File: src/rtl/otp_pkg.sv
// otp_pkg: shared definitions for the OTP sequencer/arbiter.
//   - OTP address/data widths
//   - boot-window index width and default trim window placement
//   - controller state encoding
package otp_pkg;

   localparam int OTP_AW = 7;
   localparam int OTP_DW = 8;
   localparam int IDX_W  = 5;

   localparam logic [OTP_AW-1:0] LOAD_BASE_DEF = 7'h70;
   localparam int                LOAD_LEN_DEF  = 4;

   typedef enum logic [2:0] {
      S_BOOT = 3'd0,
      S_CHK  = 3'd1,
      S_IDLE = 3'd2,
      S_HRD  = 3'd3,
      S_HWR  = 3'd4,
      S_VFY  = 3'd5,
      S_ACK  = 3'd6
   } state_e;

endpackage

File: src/rtl/otp_shadow_regs.sv
// otp_shadow_regs: trim shadow array plus running checksum accumulator.
//   clk, rst   : clock, asynchronous active-low reset
//   we         : write wdata into shadow byte idx
//   add_en     : with we, also add wdata into the running sum
//   idx        : shadow byte index
//   wdata      : byte to store
//   trim_data  : flattened shadow array, byte i at [8i+7:8i]
//   sum        : 8-bit running sum of the bytes written with add_en
module otp_shadow_regs
   import otp_pkg::*;
#(
   parameter int LOAD_LEN = LOAD_LEN_DEF
) (
   input  logic                     clk,
   input  logic                     rst,
   input  logic                     we,
   input  logic                     add_en,
   input  logic [IDX_W-1:0]         idx,
   input  logic [OTP_DW-1:0]        wdata,
   output logic [8*LOAD_LEN-1:0]    trim_data,
   output logic [OTP_DW-1:0]        sum
);

   logic [LOAD_LEN-1:0][OTP_DW-1:0] shadow_q, shadow_d;
   logic [OTP_DW-1:0]               sum_q, sum_d;

   always_comb begin
      shadow_d = shadow_q;
      sum_d    = sum_q;
      if (we) begin
         for (int i = 0; i < LOAD_LEN; i++) begin
            if (idx == IDX_W'(i)) shadow_d[i] = wdata;
         end
         if (add_en) sum_d = sum_q + wdata;
      end
   end

   always_ff @(posedge clk or negedge rst) begin
      if (!rst) begin
         shadow_q <= '0;
         sum_q    <= '0;
      end else begin
         shadow_q <= shadow_d;
         sum_q    <= sum_d;
      end
   end

   assign trim_data = shadow_q;
   assign sum       = sum_q;

endmodule

File: src/rtl/otp_ctrl.sv
// otp_ctrl: boot-load sequencer and host arbiter in front of the OTP interface.
//   After reset it burst-reads LOAD_LEN bytes from LOAD_BASE into shadow
//   registers and checks the last byte against the sum of the others. It then
//   serves single-byte host reads and programs; each program is followed by
//   a read-back verify at the same address.
//   clk, rst          : clock, asynchronous active-low reset
//   run_ctrl          : clock enable for all state and registered outputs
//   rom_rctrl/wctrl   : read / program request, held until rom_ready
//   rom_addrs/wdata   : access address and program data (stable under ctrl)
//   rom_rdata/ready   : read data and completion strobe from OTP interface
//   host_req/wr/addr/wdata, prog_en : host request, sampled in IDLE
//   host_ack/rdata/err: completion pulse, result data, reject/verify error
//   trim_data         : shadow bytes, byte i at [8i+7:8i]
//   load_done/err     : sticky boot-complete and checksum-fail flags
module otp_ctrl
   import otp_pkg::*;
#(
   parameter logic [OTP_AW-1:0] LOAD_BASE = LOAD_BASE_DEF,
   parameter int                LOAD_LEN  = LOAD_LEN_DEF
) (
   input  logic                  clk,
   input  logic                  rst,
   input  logic                  run_ctrl,
   output logic                  rom_rctrl,
   output logic                  rom_wctrl,
   output logic [OTP_AW-1:0]     rom_addrs,
   output logic [OTP_DW-1:0]     rom_wdata,
   input  logic [OTP_DW-1:0]     rom_rdata,
   input  logic                  rom_ready,
   input  logic                  host_req,
   input  logic                  host_wr,
   input  logic [OTP_AW-1:0]     host_addr,
   input  logic [OTP_DW-1:0]     host_wdata,
   input  logic                  prog_en,
   output logic                  host_ack,
   output logic [OTP_DW-1:0]     host_rdata,
   output logic                  host_err,
   output logic [8*LOAD_LEN-1:0] trim_data,
   output logic                  load_done,
   output logic                  load_err
);

   localparam logic [IDX_W-1:0] LAST_IDX = IDX_W'(LOAD_LEN - 1);
   localparam logic [OTP_AW:0]  WIN_END  = (OTP_AW+1)'(LOAD_BASE) + (OTP_AW+1)'(LOAD_LEN);

   state_e              state_q, state_d;
   logic [IDX_W-1:0]    idx_q, idx_d;
   logic                rom_rctrl_q, rom_rctrl_d;
   logic                rom_wctrl_q, rom_wctrl_d;
   logic [OTP_AW-1:0]   rom_addrs_q, rom_addrs_d;
   logic [OTP_DW-1:0]   rom_wdata_q, rom_wdata_d;
   // Result of the transaction in flight; copied to host_* only with the ack
   // so host_rdata/host_err stay unchanged between acks.
   logic [OTP_DW-1:0]   res_data_q, res_data_d;
   logic                res_err_q, res_err_d;
   logic                host_ack_q, host_ack_d;
   logic [OTP_DW-1:0]   host_rdata_q, host_rdata_d;
   logic                host_err_q, host_err_d;
   logic                load_done_q, load_done_d;
   logic                load_err_q, load_err_d;

   logic                sh_we, sh_add;
   logic [IDX_W-1:0]    sh_idx;
   logic [OTP_DW-1:0]   sum;
   logic [OTP_DW-1:0]   chk_byte;
   logic                in_win;
   logic [IDX_W-1:0]    win_idx;

   assign chk_byte = trim_data[8*(LOAD_LEN-1) +: 8];
   assign in_win   = (rom_addrs_q >= LOAD_BASE) && ({1'b0, rom_addrs_q} < WIN_END);
   assign win_idx  = IDX_W'(rom_addrs_q - LOAD_BASE);

   otp_shadow_regs #(.LOAD_LEN(LOAD_LEN)) u_shadow (
      .clk       (clk),
      .rst       (rst),
      .we        (sh_we),
      .add_en    (sh_add),
      .idx       (sh_idx),
      .wdata     (rom_rdata),
      .trim_data (trim_data),
      .sum       (sum)
   );

   always_comb begin
      state_d      = state_q;
      idx_d        = idx_q;
      rom_rctrl_d  = rom_rctrl_q;
      rom_wctrl_d  = rom_wctrl_q;
      rom_addrs_d  = rom_addrs_q;
      rom_wdata_d  = rom_wdata_q;
      res_data_d   = res_data_q;
      res_err_d    = res_err_q;
      host_ack_d   = host_ack_q;
      host_rdata_d = host_rdata_q;
      host_err_d   = host_err_q;
      load_done_d  = load_done_q;
      load_err_d   = load_err_q;
      sh_we        = 1'b0;
      sh_add       = 1'b0;
      sh_idx       = idx_q;

      // rom_ready is only honoured on enabled edges, so a ready that stays
      // high across stalled cycles is consumed exactly once.
      if (run_ctrl) begin
         host_ack_d = 1'b0;
         unique case (state_q)
            S_BOOT: begin
               if (!rom_rctrl_q) begin
                  rom_rctrl_d = 1'b1;
                  rom_addrs_d = LOAD_BASE + OTP_AW'(idx_q);
               end else if (rom_ready) begin
                  sh_we  = 1'b1;
                  // The checksum byte itself is not part of the sum.
                  sh_add = (idx_q != LAST_IDX);
                  if (idx_q != LAST_IDX) begin
                     idx_d       = idx_q + IDX_W'(1);
                     rom_addrs_d = LOAD_BASE + OTP_AW'(idx_q + IDX_W'(1));
                  end else begin
                     rom_rctrl_d = 1'b0;
                     state_d     = S_CHK;
                  end
               end
            end
            S_CHK: begin
               load_err_d  = (sum != chk_byte);
               load_done_d = 1'b1;
               state_d     = S_IDLE;
            end
            S_IDLE: begin
               if (host_req) begin
                  rom_addrs_d = host_addr;
                  rom_wdata_d = host_wdata;
                  if (!host_wr) begin
                     rom_rctrl_d = 1'b1;
                     state_d     = S_HRD;
                  end else if (prog_en) begin
                     rom_wctrl_d = 1'b1;
                     state_d     = S_HWR;
                  end else begin
                     res_err_d = 1'b1;
                     state_d   = S_ACK;
                  end
               end
            end
            S_HRD: begin
               if (rom_ready) begin
                  rom_rctrl_d = 1'b0;
                  res_data_d  = rom_rdata;
                  res_err_d   = 1'b0;
                  state_d     = S_ACK;
               end
            end
            S_HWR: begin
               // Switch straight into the verify read at the same address.
               if (rom_ready) begin
                  rom_wctrl_d = 1'b0;
                  rom_rctrl_d = 1'b1;
                  state_d     = S_VFY;
               end
            end
            S_VFY: begin
               if (rom_ready) begin
                  rom_rctrl_d = 1'b0;
                  res_data_d  = rom_rdata;
                  res_err_d   = (rom_rdata != rom_wdata_q);
                  sh_we       = in_win;
                  sh_idx      = win_idx;
                  state_d     = S_ACK;
               end
            end
            S_ACK: begin
               host_ack_d   = 1'b1;
               host_rdata_d = res_data_q;
               host_err_d   = res_err_q;
               state_d      = S_IDLE;
            end
            default: state_d = S_IDLE;
         endcase
      end
   end

   always_ff @(posedge clk or negedge rst) begin
      if (!rst) begin
         state_q      <= S_BOOT;
         idx_q        <= '0;
         rom_rctrl_q  <= 1'b0;
         rom_wctrl_q  <= 1'b0;
         rom_addrs_q  <= '0;
         rom_wdata_q  <= '0;
         res_data_q   <= '0;
         res_err_q    <= 1'b0;
         host_ack_q   <= 1'b0;
         host_rdata_q <= '0;
         host_err_q   <= 1'b0;
         load_done_q  <= 1'b0;
         load_err_q   <= 1'b0;
      end else begin
         state_q      <= state_d;
         idx_q        <= idx_d;
         rom_rctrl_q  <= rom_rctrl_d;
         rom_wctrl_q  <= rom_wctrl_d;
         rom_addrs_q  <= rom_addrs_d;
         rom_wdata_q  <= rom_wdata_d;
         res_data_q   <= res_data_d;
         res_err_q    <= res_err_d;
         host_ack_q   <= host_ack_d;
         host_rdata_q <= host_rdata_d;
         host_err_q   <= host_err_d;
         load_done_q  <= load_done_d;
         load_err_q   <= load_err_d;
      end
   end

   assign rom_rctrl  = rom_rctrl_q;
   assign rom_wctrl  = rom_wctrl_q;
   assign rom_addrs  = rom_addrs_q;
   assign rom_wdata  = rom_wdata_q;
   assign host_ack   = host_ack_q;
   assign host_rdata = host_rdata_q;
   assign host_err   = host_err_q;
   assign load_done  = load_done_q;
   assign load_err   = load_err_q;

endmodule

File: config.mk
export PLATFORM = sky130hd
export DESIGN_NAME = otp_ctrl
export DESIGN_NICKNAME = d
export VERILOG_FILES = /design/src/rtl/otp_pkg.sv /design/src/rtl/otp_shadow_regs.sv /design/src/rtl/otp_ctrl.sv
export SDC_FILE = /design/constraint.sdc
export NUM_CORES = 1
export LEC_CHECK = 0
export CELL_PAD_IN_SITES_DETAIL_PLACEMENT = 0
export CELL_PAD_IN_SITES_GLOBAL_PLACEMENT = 1
export CORE_MARGIN = 5
export CORE_UTILIZATION = 41
export DETAILED_ROUTE_END_ITERATION = 10
export PLACE_DENSITY = 0.78
export SLEW_MARGIN = 20
export SYNTH_ARGS = -nofsm -noshare
export SYNTH_HDL_FRONTEND = slang
export SYNTH_HIERARCHICAL = 1
export SYNTH_SLANG_ARGS = --single-unit
File: constraint.sdc
create_clock -name clk -period 2.9 [get_ports clk]
set_input_delay 0.29 -clock clk [delete_from_list [all_inputs] [get_ports clk]]
set_output_delay 0.29 -clock clk [all_outputs]
set_load 0.005 [all_outputs]
==> impl_metrics.tcl, run 1 <==
set metrics [dict create \
    async_reset_ff_share_pct 100 \
    die_x_um 113 \
    synth_edf_count 0 \
    wl_mm 10.6 \
    worst_slack_ns 0.294 \
    crit_family "simple AND/OR/NAND/NOR gates" \
    synth_most_common_cell "dfrtp_1" \
    path_common_cell "mux2_2" \
    ys_top_cells_by_count "dfrtp_1 (86), mux2_2 (57), nand2_1 (24)" \
    first_pass_iters 4 \
    status "completed" \
    p_seq_share_pct 39.9 \
    fin_worst_skew_ns 0.00765 \
    p_leak_nw 2.51 \
    avgViaCountPerCell 5.20 \
    cp_slowest_cell "nor3b_4" \
    ctsResizeCount 0 \
    grt_pass1_vias 3397 \
    synth_area_um2 4320 \
    finalHoldViolCount 0 \
    grt_usage_pct 17.3 \
    synth_nets 394 \
    drv_cap 0 \
    p_int_mw 3.44 \
    clkPwrFrac_pct 17.0 \
    start_util_pct 41.9 \
    critical_path_class "reg -> reg" \
    cts-root-buf "clkbuf_8" \
    rsz0062_at_grt "false" \
    vdd_ir_drop_max_v 0.000431 \
    dieArea_um2 12700 \
    powerDensity_nw_per_um2 916 \
    grt_pass1_wl_mm 17.6 \
    antenna_found_initial 0 \
    required_ns 3.15 \
    drc 0 \
    p_comb_share_pct 43.2 \
    cts_tree "built" \
    diodes 0 \
    utilization_pct 55.0 \
    pin_count 91 \
    clock_latency_ns 0.36 \
    numPortBuffers 90 \
    switching_power_mw 1.77 \
    cp-end-kind "register" \
    hold_class "in -> async" \
    cp_max_fo 8 \
    timing.slew.headroom_pct 52.9 \
    yosysSeqAreaShare_pct 49.8 \
    first_iter_violations 101 \
    ys_dominant_reg_cell "dfrtp_1" \
    layout_min_cycle_time_ns 2.61 \
    crit_path_max_incr_delay_ns 0.47 \
    core_um2 10300 \
    drive_gt1_share_pct 23.5 \
    drv_slew 0 \
    yosys_warnings 6 \
    clock_path_buffers 2 \
    gp_congestion 0.809 \
    setup-tns-final_ns 0 \
    place_ws_ns 0.115 \
    synth_top_area_share_pct 49.8 \
    die_h_um 113 \
    clkTransAtPathRegs_ns 0.10 \
    via_count 3143 \
    max_freq_ghz 0.384 \
    postSynthCellCount 355 \
    grt_max_degree 34 \
    setup_viol_count_final 0 \
    clock-sinks 86 \
    crit_arrival_ns 2.86 \
    nNetsFinal 502 \
    worstPathCellList "nor2b_1 -> nand4_1 -> mux2_2 -> nor4b_4 -> nor3b_4 -> mux2_2" \
    ant_nets 0 \
    swShare_pct 33.9 \
    avgSynthCellArea_um2 12.2 \
    wl_per_cell_um 17.6 \
    cp-start-kind "register" \
    yosys.area.top_type "dfrtp_1" \
    synthToLayoutAreaGrowth_pct 31.4 \
    ys_types 55 \
    synth_seq_cells 86 \
    h-tree-depth 3 \
    timing.final.crit_share_pct 89.9 \
    cts_made_buffers 9 \
    overflow 0 \
    yosys-top-cells-area "dfrtp_1 (50%), mux2_2 (15%), xor2_1 (2.8%), xnor2_1 (2.4%), ha_1 (2.3%)" \
    critical_path_buf_inv_count 0 \
    worstMarginPinSlew_ns 0.703 \
    core.rowCount 37 \
    dpl.hpwl_mm 7.98 \
]
## layout make-up
type | instances | area (um2)
clock buffer | 9 | 124
clock inverter | 7 | 81.3
fill | 902 | 4640
inverter | 10 | 37.5
multi-input combinational | 247 | 2070
sequential | 86 | 2150
tap | 136 | 170
timing repair buffer | 109 | 1040
## per-stage QoR
step	hold WS (ns)	power, mW	std cells	instance area [um2]
after floorplan	-0.00559	3.24	355	4320
after global placement	0.260	4.31	587	5460
after detailed placement	0.267	4.35	587	5460
after CTS	0.411	5.25	604	5680
after global routing	0.448	5.57	604	5680
final	0.410	5.20	604	5680
## power by group through the flow
stage | combinational (mW) | sequential (mW) | clock (mW)
after global placement | 2.22 | 2.09 | 0
after CTS | 2.27 | 2.07 | 0.904
after detailed placement | 2.25 | 2.09 | 0
final | 2.25 | 2.07 | 0.883
after global routing | 2.47 | 2.15 | 0.946
after floorplan | 1.25 | 1.99 | 0
## worst paths after layout
check | startpoint | to | slack [ns] | cells past startpoint
setup / recovery | state_q[1] | u_shadow/trim_data[6] | 0.29 | 6
hold / removal | rst | rom_addrs[5] | 0.41 | 2
setup reg to reg | state_q[1] | u_shadow/trim_data[6] | 0.29 | 6
hold reg to reg | load_done | load_done | 0.48 | 1
max in group asynchronous | rst | u_shadow/trim_data[29] | 1.77 | 3
min in group clk | load_done | load_done | 0.48 | 1
## flip-flops by register name, indices dropped and copies added, names as in the netlist
| name | flops |
|---|---|
| u_shadow/trim_data | 32 |
| host_rdata | 8 |
| res_data_q | 8 |
| rom_wdata | 8 |
| u_shadow/sum | 8 |
| rom_addrs | 7 |
| idx_q | 5 |
| state_q | 3 |
| host_ack | 1 |
| host_err | 1 |
| load_done | 1 |
| load_err | 1 |
| res_err_q | 1 |
| rom_rctrl | 1 |
| rom_wctrl | 1 |
## layer usage
| metal | share of wire, % | wire length, um | vias to the layer above | GRT usage (%) |
|---|---|---|---|---|
| met5 | 0 | 0 | - | 0 |
| met4 | 1.4 | 153 | 0 | 4.89 |
| met3 | 7.2 | 766 | 16 | 5.82 |
| met2 | 46 | 4830 | 98 | 27.3 |
| met1 | 46 | 4860 | 1530 | 22.8 |
| li1 | - | - | 1499 | - |
## worst reg2reg max path: stages (launching register included)
cell     delay [ns]
dfrtp_1        0.39
nor2b_1        0.28
nand4_1        0.25
mux2_2         0.36
nor4b_4        0.35
nor3b_4        0.47
mux2_2         0.39
## cells in the final DEF, fill, tap and decap left out, types with 6 or more instances in the layout
cell,instances
a21oi_1,6
buf_4,19
clkbuf_8,9
clkdlybuf4s50_1,89
dfrtp_1,86
ha_1,8
inv_1,9
mux2_2,57
mux2i_1,7
nand2_1,24
nand3_1,9
nand4_1,7
nor2_1,14
o21ai_0,20
xnor2_1,12
xor2_1,14
## cells by family after synthesis
group,Yosys count,share of synthesized area [%]
and+or+nand+nor,81,11.2
muxes,73,19.3
adders and majority gates,9,2.78
AOI/OAI and AO/OA,58,9.44
buffers and inverters,22,2.29
DFF,86,49.8
xor gates and xnor gates,26,5.27
## timing repair
item	CTS	global route
hold buffers	1	0
buffers inserted	0	0
endpoints found under the hold margin	31	0
(Power assumes the default switching activity.)
==> inputs of run 2 (changes only) <==
--- a/config.mk
+++ b/config.mk
@@ -9,6 +9,7 @@
 export CELL_PAD_IN_SITES_GLOBAL_PLACEMENT = 1
 export CORE_MARGIN = 5
 export CORE_UTILIZATION = 41
+export CTS_CLUSTER_SIZE = 16
 export DETAILED_ROUTE_END_ITERATION = 10
 export PLACE_DENSITY = 0.78
 export SLEW_MARGIN = 20
==> results of run 2 <==
Final layout, timing and power as in run 1 (identical DEF).
==> inputs of run 3 (changes only) <==
--- a/config.mk
+++ b/config.mk
@@ -12,6 +12,7 @@
 export CTS_CLUSTER_SIZE = 16
 export DETAILED_ROUTE_END_ITERATION = 10
 export PLACE_DENSITY = 0.78
+export SETUP_SLACK_MARGIN = 0.4
 export SLEW_MARGIN = 20
 export SYNTH_ARGS = -nofsm -noshare
 export SYNTH_HDL_FRONTEND = slang
==> impl_metrics.tcl, run 3 (same netlist as run 1, synthesis figures left out) <==
set metrics [dict create \
    fin_area_um2 5750 \
    drive_gt1_share_pct 24.6 \
    mostFrequentLayoutCell "clkdlybuf4s50_1" \
    layout_min_cycle_time_ns 2.41 \
    finalHoldViolCount 18 \
    first_iter_violations 111 \
    cts_tree "built" \
    timing.final.crit_share_pct 83.0 \
    grt_usage_pct 17.2 \
    via_count 3113 \
    crit_arrival_ns 2.64 \
    critical_path_buf_inv_count 3 \
    cts_made_buffers 9 \
    die_x_um 113 \
    gp_congestion 0.844 \
    start_util_pct 41.9 \
    cp-start-kind "input pin" \
    numPortBuffers 90 \
    fin_worst_skew_ns 0.00868 \
    cp_slowest_cell "clkdlybuf4s50_1" \
    wl_per_cell_um 17.7 \
    drc 0 \
    first_pass_iters 4 \
    timing.hold.ws_ns -0.0272 \
    overflow 0 \
    core.rowCount 37 \
    rsz0062_at_grt "false" \
    crit_family "buffers and inverters" \
    cp-end-kind "register" \
    dieArea_um2 12700 \
    h-tree-depth 3 \
    grt_max_degree 87 \
    p_leak_nw 2.54 \
    diodes 0 \
    avgViaCountPerCell 5.13 \
    required_ns 3.14 \
    final_cell_mix "clkdlybuf4s50_1 (89), dfrtp_1 (86), mux2_2 (56)" \
    setup_viol_count_final 0 \
    worstPathCellList "clkdlybuf4s50_1 -> nand4_1 -> buf_4 -> mux2_2 -> nor4b_4 -> nor3b_4 -> buf_4 -> mux2_2" \
    hold_class "in -> async" \
    powerDensity_nw_per_um2 924 \
    violations "negative hold slack" \
    clock_path_buffers 2 \
    wl_mm 10.7 \
    drv_cap 0 \
    cts-root-buf "clkbuf_8" \
    ant_nets 0 \
    vdd_ir_drop_max_v 0.000415 \
    crit_path_max_incr_delay_ns 0.61 \
    nNetsFinal 505 \
    clock-sinks 86 \
    grt_pass1_vias 3317 \
    clkTransAtPathRegs_ns 0.09 \
    grt_pass1_wl_mm 17.4 \
    drv_slew 0 \
    synthToLayoutAreaGrowth_pct 33.0 \
    critical_path_class "in -> reg" \
    largest_register_ff_count 32 \
    clock_latency_ns 0.35 \
    antenna_found_initial 0 \
    place_area_um2 5460 \
    reg2reg_setup_slack_ns 0.49 \
    cp_max_fo 7 \
    core_um2 10300 \
    status "complete, but fails checks" \
    max_freq_ghz 0.416 \
    worstMarginPinSlew_ns 0.791 \
    utilization_pct 55.7 \
    timing.slew.headroom_pct 47.2 \
    dpl.hpwl_mm 7.94 \
    die_h_um 113 \
    pin_count 91 \
]
run 3: cell type report:
class                      instances  area, um2
multi-input combinational        247       2090
inverter                          10       37.5
tap                              136        170
timing repair buffer             112       1070
clock buffer                       9        124
fill                             894       4580
sequential                        86       2150
clock inverter                     7        106
run 3: stage by stage:
step / worst slack, ns / hold WS, ns / TNS, ns / cells / total power [mW]
6_report: 0.494 / -0.0272 / 0 / 607 / 5.31
5_1_grt: 0.374 / 0.0540 / 0 / 607 / 5.68
4_1_cts: 0.416 / 0.178 / 0 / 605 / 5.35
3_5_place_dp: -0.0461 / 0.475 / -0.324 / 585 / 4.36
3_3_place_gp: 0.0624 / 0.454 / 0 / 585 / 4.31
2_1_floorplan: 0.381 / -0.00559 / 0 / 355 / 3.25
run 3: report_power, final:
group	internal (mW)	switching, mW	total, mW
Combinational	1.38	0.917	2.29
Clock	0.499	0.458	0.957
Sequential	1.66	0.398	2.06
Total	3.54	1.77	5.31
run 3: worst reg2reg max path: stages, from the launching register on:
cell and delay [ns]:
dfrtp_1 0.54, nand4_1 0.14, buf_4 0.19, mux2_2 0.29, nor4b_4 0.35, nor3b_4 0.28
buf_4 0.17, mux2_2 0.33
run 3: path summary, 6_finish.rpt:
check                      startpoint                    end  cells past startpoint
max in group asynchronous         rst        u_shadow/sum[6]                      1
hold reg to reg             load_done              load_done                      1
setup reg to reg           state_q[2]  u_shadow/trim_data[7]                      7
setup / recovery            rom_ready  u_shadow/trim_data[7]                      8
min in group clk            load_done              load_done                      1
hold / removal                    rst           rom_addrs[5]                      1
run 3: per-layer routing:
metal / global-route usage, % / routed length, um / vias to the layer above
met1: 22.9 / 4960 / 1521
met2: 27.6 / 4990 / 83
met4: 5.05 / 82 / 0
met3: 4.64 / 685 / 8
li1: - / - / 1501
met5: 0 / 0 / -
run 3: timing repair:
| item | in CTS | in global routing |
|---|---|---|
| pin swaps | 1 | 2 |
| setup buffers | 4 | 2 |
| resized for setup | 0 | 5 |
| hold buffers | 0 | 0 |
| setup endpoints to repair | 22 | 29 |
